[config.mk]
export PLATFORM = sky130hd
export DESIGN_NAME = wb_daq_master_sequencer
export DESIGN_NICKNAME = d
export VERILOG_FILES = /design/src/rtl/wb_daq_pkg.sv /design/src/rtl/wb_daq_rr_arbiter.sv /design/src/rtl/wb_daq_master_sequencer.sv
export SDC_FILE = /design/constraint.sdc
export NUM_CORES = 1
export LEC_CHECK = 0
export BUFFER_PORTS_ARGS = -buffer_cell sky130_fd_sc_hd__buf_2
export CORE_ASPECT_RATIO = 0.6
export CORE_MARGIN = 1
export CORE_UTILIZATION = 51
export CTS_CLUSTER_DIAMETER = 80
export DETAILED_ROUTE_END_ITERATION = 16
export GPL_TIMING_DRIVEN = 0
export PLACE_DENSITY = 0.91
export SLEW_MARGIN = 20
export SYNTH_ARGS = -nofsm -noshare
export SYNTH_HDL_FRONTEND = slang
export SYNTH_SLANG_ARGS = --single-unit
[constraint.sdc]
create_clock -name wb_clk -period 4.05 [get_ports wb_clk]
set_clock_uncertainty 0.15 [all_clocks]
set_input_delay 0.405 -clock wb_clk [delete_from_list [all_inputs] [get_ports wb_clk]]
set_output_delay 0.405 -clock wb_clk [all_outputs]
set_load 0.02 [all_outputs]
[src/rtl/wb_daq_pkg.sv]
`default_nettype none
`timescale 1ns/1ps
// ============================================================================
// Module   : wb_daq_pkg
// Desc     : Shared types and constants for the DAQ Wishbone master sequencer.
// Revision : 1.0 - initial release
// ============================================================================
package wb_daq_pkg;

    typedef enum logic [1:0] {
        ST_IDLE      = 2'd0,
        ST_ISSUE     = 2'd1,
        ST_WAIT_ACT  = 2'd2,
        ST_WAIT_DONE = 2'd3
    } state_t;

    localparam int CTRL_EN      = 0;
    localparam int CTRL_CLR     = 1;
    localparam int CTRL_BASE_HI = 31;
    localparam int CTRL_BASE_LO = 16;

    localparam logic [3:0] SEL_ALL = 4'hF;

endpackage
`default_nettype wire

[src/rtl/wb_daq_rr_arbiter.sv]
`default_nettype none
`timescale 1ns/1ps
// ============================================================================
// Module   : wb_daq_rr_arbiter
// Desc     : Combinational round-robin pick starting after the last grant.
// Revision : 1.0 - initial release
// ============================================================================
module wb_daq_rr_arbiter
    import wb_daq_pkg::*;
#(
    parameter int NUM_CH = 4,
    parameter int IW     = $clog2(NUM_CH)
) (
    input  logic [NUM_CH-1:0] req,
    input  logic [IW-1:0]     last_grant,
    output logic [NUM_CH-1:0] grant,
    output logic [IW-1:0]     grant_idx,
    output logic              valid
);

    logic [IW-1:0] cand;

    always_comb begin
        grant     = '0;
        grant_idx = '0;
        valid     = 1'b0;
        cand      = '0;
        for (int i = 1; i <= NUM_CH; i++) begin
            cand = IW'((int'(last_grant) + i) % NUM_CH);
            if (!valid && req[cand]) begin
                valid     = 1'b1;
                grant_idx = cand;
                grant     = NUM_CH'(1) << cand;
            end
        end
    end

endmodule
`default_nettype wire

[src/rtl/wb_daq_master_sequencer.sv]
`default_nettype none
`timescale 1ns/1ps
// ============================================================================
// Module   : wb_daq_master_sequencer
// Desc     : Round-robin sharing of the DAQ Wishbone master with ring addressing.
// Revision : 1.0 - initial release
// ============================================================================
module wb_daq_master_sequencer
    import wb_daq_pkg::*;
#(
    parameter int dw          = 32,
    parameter int aw          = 32,
    parameter int NUM_CH      = 4,
    parameter int BUF_WORDS   = 256,
    parameter int ACT_TIMEOUT = 15
) (
    input  logic                 wb_clk,
    input  logic                 wb_rst,
    input  logic [dw-1:0]        control_reg,
    input  logic [NUM_CH-1:0]    ch_req,
    input  logic [NUM_CH*dw-1:0] ch_data,
    output logic [NUM_CH-1:0]    ch_ack,
    output logic                 start,
    output logic [aw-1:0]        address,
    output logic [3:0]           selection,
    output logic                 write,
    output logic [dw-1:0]        data_wr,
    input  logic                 active,
    output logic [NUM_CH-1:0]    wrap_flag,
    output logic                 timeout_err,
    output logic                 busy
);

    localparam int IW    = $clog2(NUM_CH);
    localparam int PTR_W = $clog2(BUF_WORDS);
    localparam int TW    = $clog2(ACT_TIMEOUT + 1);

    state_t              state, state_nxt;
    logic [NUM_CH-1:0]   arb_grant, grant_oh;
    logic [IW-1:0]       arb_idx, grant_idx, last_grant;
    logic                arb_valid;
    logic [PTR_W-1:0]    wr_ptr [NUM_CH];
    logic [TW-1:0]       act_cnt;
    logic [aw-1:0]       base_addr, word_off, next_addr;
    logic [dw-1:0]       sel_data;
    logic                enable, clear, launch, act_to, done;
    logic                unused_ctrl;

    assign enable      = control_reg[CTRL_EN];
    assign clear       = control_reg[CTRL_CLR];
    assign unused_ctrl = &{1'b0, control_reg[CTRL_BASE_LO-1:CTRL_CLR+1]};

    // A channel still sees its ack in the first IDLE cycle; mask it so it is not re-granted.
    wb_daq_rr_arbiter #(.NUM_CH(NUM_CH), .IW(IW)) u_arb (
        .req        (ch_req & ~ch_ack),
        .last_grant (last_grant),
        .grant      (arb_grant),
        .grant_idx  (arb_idx),
        .valid      (arb_valid)
    );

    assign base_addr = aw'({control_reg[CTRL_BASE_HI:CTRL_BASE_LO], 16'h0000});
    assign word_off  = aw'(arb_idx) * aw'(BUF_WORDS) + aw'(wr_ptr[arb_idx]);
    assign next_addr = base_addr + (word_off << 2);
    assign sel_data  = ch_data[int'(arb_idx)*dw +: dw];

    assign launch = (state == ST_IDLE) && enable && !clear && arb_valid;
    assign act_to = (state == ST_WAIT_ACT) && !active && (act_cnt == TW'(ACT_TIMEOUT - 1));
    assign done   = (state == ST_WAIT_DONE) && !active;

    always_ff @(posedge wb_clk or negedge wb_rst) begin
        if (!wb_rst) state <= ST_IDLE;
        else         state <= state_nxt;
    end

    always_comb begin
        state_nxt = state;
        start     = 1'b0;
        busy      = 1'b1;
        case (state)
            ST_IDLE: begin
                busy = 1'b0;
                if (launch) state_nxt = ST_ISSUE;
            end
            ST_ISSUE: begin
                start     = 1'b1;
                state_nxt = ST_WAIT_ACT;
            end
            ST_WAIT_ACT: begin
                if (active)      state_nxt = ST_WAIT_DONE;
                else if (act_to) state_nxt = ST_IDLE;
            end
            ST_WAIT_DONE: begin
                if (!active) state_nxt = ST_IDLE;
            end
            default: state_nxt = ST_IDLE;
        endcase
    end

    always_ff @(posedge wb_clk or negedge wb_rst) begin
        if (!wb_rst) begin
            address     <= '0;
            selection   <= '0;
            write       <= 1'b0;
            data_wr     <= '0;
            ch_ack      <= '0;
            wrap_flag   <= '0;
            timeout_err <= 1'b0;
            grant_oh    <= '0;
            grant_idx   <= '0;
            last_grant  <= IW'(NUM_CH - 1);
            act_cnt     <= '0;
            for (int i = 0; i < NUM_CH; i++) wr_ptr[i] <= '0;
        end else begin
            ch_ack <= '0;
            if (launch) begin
                grant_oh  <= arb_grant;
                grant_idx <= arb_idx;
                address   <= next_addr;
                data_wr   <= sel_data;
                selection <= SEL_ALL;
                write     <= 1'b1;
            end
            if (state == ST_ISSUE)
                act_cnt <= '0;
            else if (state == ST_WAIT_ACT && !active)
                act_cnt <= act_cnt + 1'b1;
            // Timed-out grant is dropped silently; the pointer is untouched so it retries in place.
            if (act_to) begin
                timeout_err <= 1'b1;
                selection   <= '0;
                write       <= 1'b0;
            end
            if (done) begin
                ch_ack            <= grant_oh;
                wr_ptr[grant_idx] <= wr_ptr[grant_idx] + 1'b1;
                if (wr_ptr[grant_idx] == PTR_W'(BUF_WORDS - 1))
                    wrap_flag[grant_idx] <= 1'b1;
                last_grant <= grant_idx;
                selection  <= '0;
                write      <= 1'b0;
            end
            if (state == ST_IDLE && clear) begin
                wrap_flag   <= '0;
                timeout_err <= 1'b0;
                for (int i = 0; i < NUM_CH; i++) wr_ptr[i] <= '0;
            end
        end
    end

endmodule
`default_nettype wire

[Yosys cells after proc, flatten, opt, wreduce, memory -nomap -nowiden]
Cells that the tools add are included.
Storage, ports and cells
  register bits after elaboration: 124
  latch bits: 0
  bits in writable memories: 0
  bits in read-only memories: 0
  input port bits: 167
  output and inout bits: 80
  word-level logic and storage cells: 130
  memories kept: 0
Cells by class
  add/sub/neg operators: 8
  $mul: 0
  divide/modulo/power cells: 0
  order comparisons: 9
  eq/ne operators: 8
  shifts and indexed selects: 5
  multiplexer cells: 54
  bitwise gates (word level): 5
  reduce and logical (&&, ||, !) cells: 25
Operators with widths (count)
  $shiftx A128 B8 Y32: 1
  $mux W32: 2
  $mux W4: 13
  $mux W8: 5
  $add A32 B13 Y32: 1
  $bmux W8 S2: 2
  $bwmux W32: 1
  $demux W8 S2: 1
  $mux W1: 16
  $mux W2: 8
  $shl A1 B2 Y4 const A: 4
  $lt A2 B3 Y1 const B: 5
  $logic_and A1 B1 Y1: 12
  $add A10 B8 Y11: 1
  $add A8 B1 Y8 const B: 1
  $bmux W1 S2: 4
  $eq A8 B8 Y1 const B: 1
  $pmux W2 S4: 1
  $reduce_bool A2 Y1: 4
  $ge A3 B3 Y1 const B: 2
  $not A2 Y3: 2
  $logic_not A1 Y1: 5
  $add A2 B1 Y2 const B: 2
  $add A2 B2 Y2 const B: 2
  other kinds (16): 18

[Longest topological paths before layout]
  word-level depth: 20
  gate-level depth with buffers: 11
  mapped depth without buffers: 8

[Modules after synthesis]
A second synthesis with hierarchy kept.
Second synthesis, totals
  cells, all modules: 517
  area, all modules: 6421.2 sq um
By module, submodules not included
  wb_daq_master_sequencer: instances 1, cells an instance 440, area an instance 5809.3 sq um, seq. area each 2805.2 sq um
  wb_daq_rr_arbiter: instances 1, cells an instance 77, area an instance 611.8 sq um, seq. area each 0.0 sq um

[Worst setup path after synthesis]
No wires, ideal clock.
  path kind: reg2reg
  start point: register last_grant[0]
  end point: register address[2]
  library setup time: 142 ps
  arrival time: 3016 ps
  data required time: 3758 ps
  path slack: 742 ps
  cell stages (with the launch flop): 12
  path buffers: 4
  clock period less this slack: 3308 ps
  cell sequence: dfstp_2 > inv_1 > clkbuf_1 > clkbuf_1 > ha_1 > mux4_2 > mux2_1 > buf_2 > buf_2 > mux2i_1 > a2111oi_0 > a211oi_1
On the way
  cells in the longest elaborated chain, start to end: 19
RTL lines
  from (decl): RTL line wb_daq_master_sequencer.sv:40  | logic [IW-1:0] arb_idx, grant_idx, last_grant;
  from (signal assigned): RTL line wb_daq_master_sequencer.sv:111  | last_grant <= IW'(NUM_CH - 1);
  from (signal assigned): RTL line wb_daq_master_sequencer.sv:139  | last_grant <= grant_idx;
  $add A2 B1 Y2: RTL line wb_daq_rr_arbiter.sv:29  | cand = IW'((int'(last_grant) + i) % NUM_CH);
  $bmux W1 S2: RTL line wb_daq_rr_arbiter.sv:30  | if (!valid && req[cand]) begin
  $mux W1 (not written as such): RTL line wb_daq_rr_arbiter.sv:30
  $mux W1: RTL line wb_daq_rr_arbiter.sv:30
  $logic_not A1 Y1: RTL line wb_daq_rr_arbiter.sv:30
  $logic_and A1 B1 Y1: RTL line wb_daq_rr_arbiter.sv:30
  $mux W1: RTL line wb_daq_rr_arbiter.sv:30
  $logic_not A1 Y1: RTL line wb_daq_rr_arbiter.sv:30
  (+2 left out)
  $logic_not A1 Y1: RTL line wb_daq_rr_arbiter.sv:30
  $logic_and A1 B1 Y1: RTL line wb_daq_rr_arbiter.sv:30
  $mux W2: RTL line wb_daq_rr_arbiter.sv:30
  $not A2 Y3 (not written as such): RTL line wb_daq_master_sequencer.sv:63  | assign word_off = aw'(arb_idx) * aw'(BUF_WORDS) + aw'(wr_ptr[arb_idx]);
  $bmux W8 S2: RTL line wb_daq_master_sequencer.sv:63
  $mux W8 (not written as such) (2 in a row): RTL line wb_daq_master_sequencer.sv:63
  $add A10 B8 Y11: RTL line wb_daq_master_sequencer.sv:63
  $add A32 B13 Y32: RTL line wb_daq_master_sequencer.sv:64  | assign next_addr = base_addr + (word_off << 2);
  to (signal assigned): RTL line wb_daq_master_sequencer.sv:119  | address <= next_addr;
  to (decl): RTL line wb_daq_master_sequencer.sv:24  | output logic [aw-1:0] address,
Parallel ways exist; a longest one is shown, timed or not. The select of a mux whose other input is x is not followed.
A chain may end at the register's enable or synchronous reset.

[Worst setup path in the final report]
  start point: register last_grant[0]
  end point: register data_wr[12]
On the way
  cells in the longest elaborated chain, start to end: 14
RTL lines
  $add A2 B1 Y2: RTL line wb_daq_rr_arbiter.sv:29
  $bmux W1 S2: RTL line wb_daq_rr_arbiter.sv:30
  $mux W1 (not written as such): RTL line wb_daq_rr_arbiter.sv:30
  $mux W1: RTL line wb_daq_rr_arbiter.sv:30
  $logic_not A1 Y1: RTL line wb_daq_rr_arbiter.sv:30
  $logic_and A1 B1 Y1: RTL line wb_daq_rr_arbiter.sv:30
  $mux W1: RTL line wb_daq_rr_arbiter.sv:30
  $logic_not A1 Y1: RTL line wb_daq_rr_arbiter.sv:30
  $logic_and A1 B1 Y1: RTL line wb_daq_rr_arbiter.sv:30
  $mux W1: RTL line wb_daq_rr_arbiter.sv:30
  $logic_not A1 Y1: RTL line wb_daq_rr_arbiter.sv:30
  $logic_and A1 B1 Y1: RTL line wb_daq_rr_arbiter.sv:30
  $mux W2 or $mux W1 (tied branches): RTL line wb_daq_rr_arbiter.sv:30
  $shiftx A128 B8 Y32 or $logic_and A1 B1 Y1 (tied branches): RTL line wb_daq_master_sequencer.sv:65, wb_daq_master_sequencer.sv:67
  to (signal assigned): RTL line wb_daq_master_sequencer.sv:120  | data_wr <= sel_data;
  to (decl): RTL line wb_daq_master_sequencer.sv:27  | output logic [dw-1:0] data_wr,
Parallel ways exist; a longest one is shown, timed or not. The select of a mux whose other input is x is not followed.

==> results.py <==
metrics = {
    "sta": {
        "fin_crit_sh_pct": 100,
        "layout_setup_ws_ns": -0.0175,
        "finalSetupViolCount": 1,
        "tightest_slew_ns": 1.18,
        "drv_slew": 0,
        "slew_headroom_pct": 20.7,
        "finalHoldViolations": 0,
        "fmax_mhz": 246,
        "period_minus_slack_ns": 4.07,
    },
    "clock_tree": {
        "cts_tree": "yes",
        "clock_latency_ns": 0.36,
        "clock-sinks": 112,
        "cts_buffers": 9,
        "ctsLongestPathBuffers": 2,
        "cts_root_buf": "clkbuf_16",
        "h-tree-depth": 3,
        "cts.clk_slew.worst_paths_ns": 0.08,
        "post_cts_buffers": 0,
    },
    "worst_setup_path": {
        "worst-path-buf-inv": 5,
        "worstPathMaxFanout": 11,
        "timing.rr.start": "last_grant[0]",
        "ff2ff_path_depth": 11,
        "worst-r2r-setup-slack_ns": -0.02,
        "max_stage_delay_ns": 0.63,
        "crit_type": "register to register",
        "path_cells": "inv_1 -> clkbuf_2 -> clkbuf_4 -> ha_1 -> mux4_2 -> mux2_1 -> buf_2 -> buf_2 -> mux2i_1 -> a2111oi_1 -> a211oi_1",
        "crit_arrival_ns": 4.11,
        "cp-start-kind": "register",
        "endpoint_kind": "register",
        "crit_cells": 11,
        "cpMaxStageDelayCell": "dfstp_2",
        "crit_top_cell": "buf_2",
        "reg2reg_to": "data_wr[12]",
        "path_delay_family": "buffers and inverters",
        "required_ns": 4.10,
    },
    "finish": {
        "seq_area_um2": 2810,
        "n_fill_cell": 1053,
        "diodes": 0,
        "fin_cells": 1204,
        "multi_input_area_um2": 3930,
        "final_area_um2": 8810,
        "final_core_util_pct": 67.1,
        "area_delta_synth_final_pct": 25.2,
        "nets": 1203,
        "final_layout_size_suffix_gt1_share_pct": 28.0,
    },
    "synthesis": {
        "ys_seq_elements": 112,
        "synth_cells": 785,
        "synth_warnings": 0,
        "yosysTopAreaCellShare_pct": 39.1,
        "synthTopCellsByCount": "143 x nand2_1, 110 x dfrtp_1, 80 x mux2i_1",
        "synth_async_sr_flop_share_pct": 100,
        "synth_top_family_by_area": "simple AND/OR/NAND/NOR gates",
        "synthAdderAreaFrac_pct": 1.24,
        "syn_area_um2": 7040,
        "synth_top_cell_by_area": "dfrtp_1",
        "synth_compound_area_share_pct": 16.5,
        "synth.area.mux_share_pct": 14.7,
        "synth_flop_cell": "dfrtp_1",
        "yosys-top-cells-area": "dfrtp_1 39%, mux2i_1 11%, nand2_1 7.6%",
        "synth.most_common_cell": "nand2_1",
        "seq_area_frac_synth_pct": 39.8,
        "synth_edf_count": 0,
        "yosys.area_share.simple_pct": 21.4,
        "synth-xor-area-share_pct": 0.746,
        "ys_types": 48,
        "syn_avg_cell_area_um2": 8.97,
    },
    "die": {
        "fp-row-count": 32,
        "core-area_um2": 13100,
        "io-pin-count": 247,
        "die_h_um": 93.0,
        "die_w_um": 154,
        "initial_core_util_pct": 53.6,
        "die_area_um2": 14300,
    },
    "grt": {
        "grt_max_degree": 81,
        "busiest_layer": "met2",
        "grt_pass1_vias": 6709,
        "grt_antenna_before_repair": 0,
        "grt_overflow": 0,
        "use_met3_pct": 7.69,
        "grtUsageMet1_pct": 43.0,
        "grt_pass1_wl_mm": 34.2,
        "grt_use_met2_pct": 46.6,
        "grt.total_usage_pct": 30.4,
    },
    "route": {
        "ant_nets": 0,
        "drc": 0,
        "route.vias.total": 7405,
        "wl_per_cell_um": 18.5,
        "drtPass1Iterations": 5,
        "drt_iter0_markers": 751,
        "via_per_inst": 6.15,
        "finalWirelength_mm": 22.3,
    },
    "placed_design": {
        "place_area_um2": 8440,
        "port_buffers": 226,
        "dp.cells": 1187,
        "dp.final_hpwl_mm": 16.5,
        "place.gp.congestion": 0.954,
    },
    "power_and_ir_drop": {
        "pwr_density_cell_nw_per_um2": 736,
        "vdd_drop_max_uv": 390,
        "power.total_mw": 6.49,
        "p_leak_nw": 4.18,
    },
    "min_path": {
        "hold_start": "control_reg[21]",
        "hold_depth": 3,
        "hold_end": "address[21]",
        "hold_class": "input pin to register",
    },
    "outcome": {
        "outcome": "finished with violations",
        "failed_checks": "setup timing",
    },
    "run": {
        "cap_viol_max_count": 0,
    },
}
## cell type report
class / count / area share, %
clock buffer: 9 / 2.56
buffer: 72 / 4.05
sequential: 112 / 31.8
timing repair buffer: 228 / 13.3
clock inverter: 7 / 0.823
inverter: 11 / 0.468
tap: 170 / 2.41
multi-input combinational: 595 / 44.5
## tightest hold or removal path, stage by stage
cell and delay [ns]:
buf_2 0.07, nand2_1 0.04, nand2_1 0.05
## metrics by stage
| step | setup TNS [ns] | hold WS, ns | worst slack (ns) |
|---|---|---|---|
| 4_1_cts | 0 | 0.0858 | 0.0522 |
| 5_1_grt | -0.140 | 0.0858 | -0.140 |
| 6_report | -0.0175 | 0.0860 | -0.0175 |
| 3_5_place_dp | -6.61 | 0.167 | -0.486 |
| 3_3_place_gp | -2.70 | 0.303 | -0.442 |
| 2_1_floorplan | 0 | -0.0406 | 0.742 |
## routing by layer
metal	share of wire, %	vias up
li1	-	3330
met1	43	3532
met2	45	503
met3	10	40
met4	1.7	0
met5	0	-
## flip-flops by register name (all words and copies together) (netlist names)
name,count
grant_idx,1
timeout_err,1
state,2
act_cnt,4
grant_oh,4
wr_ptr,32
ch_ack,4
address,25
wrap_flag,4
last_grant,2
data_wr,32
selection,1
## layout by cell type (no fill, tap or decap), types with 3 or more instances in the layout
cell | Yosys | final
dfrtp_1 | 110 | 110
nor4_1 | 3 | 3
a22oi_1 | 4 | 4
a21oi_1 | 12 | 12
a2111oi_0 | 41 | 27
mux2i_1 | 80 | 78
nand3_1 | 37 | 37
nor2b_1 | 7 | 7
a211oi_1 | 42 | 42
nand2b_1 | 5 | 5
a221oi_1 | 4 | 4
nand2_1 | 143 | 143
clkbuf_16 | 0 | 9
ha_1 | 7 | 7
a31oi_1 | 5 | 5
xor2_1 | 4 | 4
nand4_1 | 3 | 3
a2111oi_1 | 0 | 12
buf_6 | 4 | 5
inv_1 | 11 | 11
buf_4 | 10 | 10
nor3_1 | 5 | 5
conb_1 | 1 | 6
clkbuf_1 | 52 | 45
nor3b_1 | 43 | 43
mux4_2 | 10 | 10
nor2_1 | 63 | 63
and2_1 | 5 | 5
o21ai_0 | 45 | 45
buf_2 | 6 | 231
clkbuf_2 | 0 | 6
## power by group
| group | internal (mW) | leakage (nW) | switching [mW] |
|---|---|---|---|
| registers | 1.51 | 1.40 | 0.273 |
| logic | 1.43 | 2.64 | 2.38 |
| clock network | 0.438 | 0.143 | 0.463 |
| total | 3.37 | 4.18 | 3.11 |
## cells by family after synthesis
family	after synthesis
mux	91
compound gates	164
fa+ha+maj	7
buf+inv	83
xor+xnor	6
other cells	1
flops	112
simple gates	321
## repair_timing
item,CTS,global route
pin swaps,0,1
hold endpoints to repair,32,0
endpoints found under the setup margin,40,39
resized for setup,7,27
hold buffers,1,0
## how the worst max path moves through the flow
stage             startpoint           to  slack, ns
4_1_cts        last_grant[0]   address[7]       0.05
5_1_grt        last_grant[0]  data_wr[12]      -0.14
6_report       last_grant[0]  data_wr[12]      -0.02
3_3_place_gp   last_grant[0]   address[7]      -0.44
3_5_place_dp   last_grant[0]   address[7]      -0.49
2_1_floorplan  last_grant[0]   address[2]       0.74
Note: power is estimated with default switching activity, not from simulation.
